`config.mk`:
```
export PLATFORM = sky130hd
export DESIGN_NAME = wide_addsub_seq
export DESIGN_NICKNAME = d
export VERILOG_FILES = /design/src/rtl/wide_addsub_seq.sv
export SDC_FILE = /design/constraint.sdc
export NUM_CORES = 1
export LEC_CHECK = 0
export ABC_CLOCK_PERIOD_IN_PS = 2700
export CAP_MARGIN = 20
export CORE_MARGIN = 3
export CORE_UTILIZATION = 48
export CTS_BUF_LIST = sky130_fd_sc_hd__clkbuf_4
export CTS_CLUSTER_SIZE = 24
export DETAILED_ROUTE_END_ITERATION = 10
export GPL_ROUTABILITY_DRIVEN = 0
export PLACE_DENSITY = 0.89
export SLEW_MARGIN = 30
export SYNTH_ARGS = -nofsm -noshare
export SYNTH_HDL_FRONTEND = slang
export SYNTH_SLANG_ARGS = --single-unit
```
`constraint.sdc`:
```
create_clock -name clk -period 2.7 [get_ports clk]
set_input_delay 0.54 -clock clk [delete_from_list [all_inputs] [get_ports clk]]
set_output_delay 0.54 -clock clk [all_outputs]
set_load 0.05 [all_outputs]
```
`src/rtl/wide_addsub_seq.sv`:
```
`default_nettype none
// ============================================================================
// Module   : wide_addsub_seq
// Function : Byte-serial wide add/subtract sequencer driving an 8-bit datapath
// Revision : 1.0 - initial release
// ============================================================================
module wide_addsub_seq #(
    parameter int NBYTES = 4
) (
    input  logic                  clk,
    input  logic                  rst_n,
    input  logic                  start_valid,
    output logic                  start_ready,
    input  logic                  op,
    input  logic                  ci,
    input  logic [8*NBYTES-1:0]   a,
    input  logic [8*NBYTES-1:0]   b,
    output logic [7:0]            alu_x,
    output logic [7:0]            alu_y,
    output logic                  alu_op,
    output logic                  alu_ci,
    input  logic [7:0]            alu_r,
    input  logic                  alu_of,
    output logic                  res_valid,
    input  logic                  res_ready,
    output logic [8*NBYTES-1:0]   res,
    output logic                  res_co,
    output logic                  res_of,
    output logic                  res_z
);

    localparam int               W        = 8 * NBYTES;
    localparam int               IDXW     = (NBYTES > 1) ? $clog2(NBYTES) : 1;
    localparam logic [IDXW-1:0]  LAST_IDX = IDXW'(NBYTES - 1);

    typedef enum logic [1:0] {
        ST_IDLE = 2'd0,
        ST_RUN  = 2'd1,
        ST_DONE = 2'd2
    } state_t;

    state_t          state_q, state_d;
    logic [W-1:0]    a_q, a_d;
    logic [W-1:0]    b_q, b_d;
    logic            op_q, op_d;
    logic            cb_q, cb_d;
    logic [IDXW-1:0] idx_q, idx_d;
    logic            zacc_q, zacc_d;
    logic [W-1:0]    res_q, res_d;
    logic            res_co_q, res_co_d;
    logic            res_of_q, res_of_d;
    logic            res_z_q, res_z_d;

    logic [7:0]      w_x_byte;
    logic [7:0]      w_y_byte;
    logic            w_y7_eff;
    logic            w_t7;
    logic            w_co8;
    logic            w_r_zero;

    // Operand byte selected by the current index.
    always_comb begin
        w_x_byte = 8'h00;
        w_y_byte = 8'h00;
        for (int i = 0; i < NBYTES; i++) begin
            if (idx_q == i[IDXW-1:0]) begin
                w_x_byte = a_q[8*i +: 8];
                w_y_byte = b_q[8*i +: 8];
            end
        end
    end

    always_comb begin
        alu_x  = 8'h00;
        alu_y  = 8'h00;
        alu_op = 1'b0;
        alu_ci = 1'b0;
        if (state_q == ST_RUN) begin
            alu_x  = w_x_byte;
            alu_y  = w_y_byte;
            alu_op = op_q;
            alu_ci = cb_q;
        end
    end

    // Recover the carry into bit 7 from the result, then the byte carry-out.
    always_comb begin
        w_y7_eff = w_y_byte[7] ^ op_q;
        w_t7     = w_x_byte[7] ^ w_y7_eff ^ alu_r[7];
        w_co8    = (w_x_byte[7] & w_y7_eff) | (w_x_byte[7] & w_t7) | (w_y7_eff & w_t7);
        w_r_zero = (alu_r == 8'h00);
    end

    always_comb begin
        state_d  = state_q;
        a_d      = a_q;
        b_d      = b_q;
        op_d     = op_q;
        cb_d     = cb_q;
        idx_d    = idx_q;
        zacc_d   = zacc_q;
        res_d    = res_q;
        res_co_d = res_co_q;
        res_of_d = res_of_q;
        res_z_d  = res_z_q;

        case (state_q)
            ST_IDLE: begin
                if (start_valid) begin
                    a_d     = a;
                    b_d     = b;
                    op_d    = op;
                    cb_d    = ci;
                    idx_d   = '0;
                    zacc_d  = 1'b1;
                    state_d = ST_RUN;
                end
            end
            ST_RUN: begin
                for (int i = 0; i < NBYTES; i++) begin
                    if (idx_q == i[IDXW-1:0]) begin
                        res_d[8*i +: 8] = alu_r;
                    end
                end
                zacc_d = zacc_q & w_r_zero;
                cb_d   = w_co8 ^ op_q;
                if (idx_q == LAST_IDX) begin
                    res_of_d = alu_of;
                    res_co_d = w_co8 ^ op_q;
                    res_z_d  = zacc_q & w_r_zero;
                    state_d  = ST_DONE;
                end else begin
                    idx_d = idx_q + 1'b1;
                end
            end
            ST_DONE: begin
                if (res_ready) begin
                    state_d = ST_IDLE;
                end
            end
            default: begin
                state_d = ST_IDLE;
            end
        endcase
    end

    always_ff @(posedge clk or negedge rst_n) begin
        if (!rst_n) begin
            state_q  <= ST_IDLE;
            a_q      <= '0;
            b_q      <= '0;
            op_q     <= 1'b0;
            cb_q     <= 1'b0;
            idx_q    <= '0;
            zacc_q   <= 1'b0;
            res_q    <= '0;
            res_co_q <= 1'b0;
            res_of_q <= 1'b0;
            res_z_q  <= 1'b0;
        end else begin
            state_q  <= state_d;
            a_q      <= a_d;
            b_q      <= b_d;
            op_q     <= op_d;
            cb_q     <= cb_d;
            idx_q    <= idx_d;
            zacc_q   <= zacc_d;
            res_q    <= res_d;
            res_co_q <= res_co_d;
            res_of_q <= res_of_d;
            res_z_q  <= res_z_d;
        end
    end

    assign start_ready = (state_q == ST_IDLE);
    assign res_valid   = (state_q == ST_DONE);
    assign res         = res_q;
    assign res_co      = res_co_q;
    assign res_of      = res_of_q;
    assign res_z       = res_z_q;

endmodule
`default_nettype wire

```
==> results.tsv <==
metric	value	unit
r2r_cells	10	
seq_power_share	29.2	%
dp_slack	0.214	ns
path_max_fanout	17	
synth_xor_area_share	0.372	%
multi_input_area	0.00192	mm2
rows	35	
via_per_inst	5.33	
netlist_top_cells_area	dfrtp_1 56%, nand2_1 15%, mux2_2 6.0%	
register_area	0.00265	mm2
fin_cells	775	
die_h	105	um
rrSetupSlack	0.33	ns
final-hold-violation-count	0	
h-tree-depth	3	
path_cells	inv_2 -> ha_1 -> buf_6 -> nand2_1 -> o21ai_1 -> a22oi_1 -> nor2_2 -> buf_12	
swShare	48.6	%
hpwl	9.68	mm
slew_viol_final	0	
cts_tree	done	
clkLatencyLatePin	0.45	ns
ys_ff_latch	106	
clockBufferDepth	2	
cp-startpoint	idx_q[0]	
yosysWarnings	0	
die-area	0.0110	mm2
power_density	1460	mW/mm2
yosysSeqAreaShare	56.3	%
fill_cells	663	
max_freq	373	MHz
area_growth	40.4	%
core-area	0.00937	mm2
postCtsHoldBufs	0	
crit_type	reg2out	
postSynthAreaPerCell	9.26	um2
end_kind	output pin	
synth.area.mux_share	7.78	%
rsz0062_at_grt	yes	
dp.cells	752	
overflow	0	
cts_root_buf	clkbuf_4	
netlist_area	0.00471	mm2
vias	4134	
fin_crit	2.68	ns
clkTransAtPathRegs	0.15	ns
post_drt_wl_per_cell	17.3	um
worstMarginPinSlew	0.803	ns
synth_top_family_by_area	simple AND/OR/NAND/NOR gates	
period_share	99.3	%
endpoint	alu_y[5]	
fin_nets	725	
die_w	105	um
ioPinCount	134	
skew	0.0154	ns
cp-start-kind	flop	
r2r-start	idx_q[1]	
drive_gt1_share	17.3	%
required	2.16	ns
p_clk_share	7.7	%
ant_nets	0	
cts_made_buffers	9	
grt_usage	24.1	%
slew_headroom	46.5	%
hold_path.class	in2async	
n_antenna_cell	0	
crit_family	flip-flops	
drc	0	
cp.buffers_inverters	3	
setup_viol	0	
crit_arrival	2.14	ns
final_common_cell	nand2_1	
grt_pass1_wl	21.2	mm
syn-num-nets	593	
synth_compound_area_share	10.2	%
critPathMaxStageDelay	0.48	ns
intPower	4970	uW
netlist_instances	509	
finalWirelength	13.4	mm
yosys.area.top_type_share	56.3	%
combPwrFrac	63.1	%
yosysTopAreaCell	dfrtp_1	
cts_sinks	106	
firstDrtPassIters	5	
r2r-end	res_co	
port_buffers	133	
synthSimpleGateAreaFrac	19.0	%
worst_slack	0.0180	ns
yosysUniqueCellTypes	32	
worstSetupPathDepth	8	
cp_slowest_cell	dfrtp_2	
grt_max_degree	54	
antenna_found_initial	0	
maxCapViolCount	0	
outcome	finished clean	
start_util	50.3	%
ir_worst_vdd	0.561	mV
grt_pass1_vias	4147	
p_leak	0.00307	uW
layout_common_cells	194 x nand2_1, 114 x clkdlybuf4s50_1, 105 x dfrtp_1, 28 x a21oi_1, 27 x o21ai_0	
first_iter_violations	295	
synthAdderAreaFrac	1.49	%
p_switching	4710	uW
-- worst min path at each step --
| stage | end | start | slack (ns) |
|---|---|---|---|
| 2_1_floorplan | a_q[0] | rst_n | 0.24 |
| 3_3_place_gp | b_q[3] | b_q[3] | 0.46 |
| 3_5_place_dp | a_q[1] | a_q[1] | 0.46 |
| 4_1_cts | a_q[26] | rst_n | 0.04 |
| 5_1_grt | a_q[9] | rst_n | 0.05 |
| 6_report | a_q[9] | rst_n | 0.03 |
-- power by group through the flow --
stage / Sequential [uW] / Clock [uW] / Combinational (uW)
final: 2820 / 744 / 6110
after floorplan: 3650 / 0 / 2690
after detailed placement: 2820 / 0 / 5720
after CTS: 2790 / 747 / 5820
after global placement: 2790 / 0 / 5530
after global routing: 2900 / 825 / 6450
-- worst register-to-register path, cell delays in order, from the launching register on --
cell and delay, ns:
dfrtp_1 0.46, inv_2 0.08, ha_4 0.20, buf_4 0.14, a21oi_1 0.12, o21ai_1 0.09, a22o_1 0.23, buf_4 0.14
fa_1 0.39, xor2_1 0.16, mux2_2 0.27
-- per-layer routing --
layer / track usage, % / routed length, um / vias to the layer above
met5: 0 / 0 / -
met4: 9.56 / 570 / 0
li1: - / - / 1903
met2: 39.3 / 6620 / 192
met1: 31.6 / 5450 / 1999
met3: 4.76 / 778 / 40
-- through the flow --
step / hold WS [ns] / area [um2] / utilization (%) / power (uW) / setup TNS [ns]
2_1_floorplan: 0.244 / 4710 / - / 6350 / 0
3_3_place_gp: 0.459 / 6330 / 67.6 / 8320 / 0
3_5_place_dp: 0.464 / 6330 / 67.6 / 8540 / 0
4_1_cts: 0.0389 / 6500 / 69.4 / 9360 / -0.0113
5_1_grt: 0.0460 / 6610 / 70.6 / 10200 / -0.199
6_report: 0.0292 / 6610 / 70.6 / 9680 / 0
-- synthesized netlist by cell type --
master	instances
nand2_1	194
dfrtp_1	106
o21ai_0	41
a21oi_1	30
mux2_2	25
inv_1	19
nor2_1	18
a22oi_1	14
buf_2	14
clkbuf_1	11
mux2_4	5
and2_1	4
ha_1	4
buf_4	3
nand2_2	3
nor2b_1	2
a211oi_1	1
a22o_1	1
a31oi_1	1
buf_1	1
buf_6	1
clkbuf_2	1
fa_1	1
mux2i_1	1
nand2_4	1
nand2b_1	1
nand4b_1	1
nor3_1	1
nor4_1	1
or2b_1	1
xnor2_1	1
xor2_1	1
-- kinds of logic after synthesis --
logic type / after synthesis
adders and majority gates: 5
muxes: 31
xor gates and xnor gates: 2
and+or+nand+nor: 227
AOI/OAI and AO/OA: 88
buffers and inverters: 50
DFF: 106
-- final cells by class --
type | instances | share of cell area, %
inverters | 19 | 1.08
clock buffers | 12 | 1.36
multi-input cells | 353 | 29.0
clock inverters | 4 | 0.416
flip-flops and latches | 106 | 40.1
repair buffers | 152 | 25.6
well taps | 129 | 2.44
-- state kept, by name, indices dropped and copies added, names as in the netlist --
register  count
a_q          32
res_of        1
cb_q          1
op_q          1
zacc_q        1
res_z         1
idx_q         2
b_q          32
state_q       2
res          32
res_co        1
-- what timing repair did --
action | in CTS | in global routing
endpoints found under the setup margin | 16 | 16
pin swaps | 1 | 8
resized for setup | 18 | 30
buffers inserted | 1 | 6
hold endpoints to repair | 0 | 0
No activity file was read; power rests on OpenSTA's default activity.
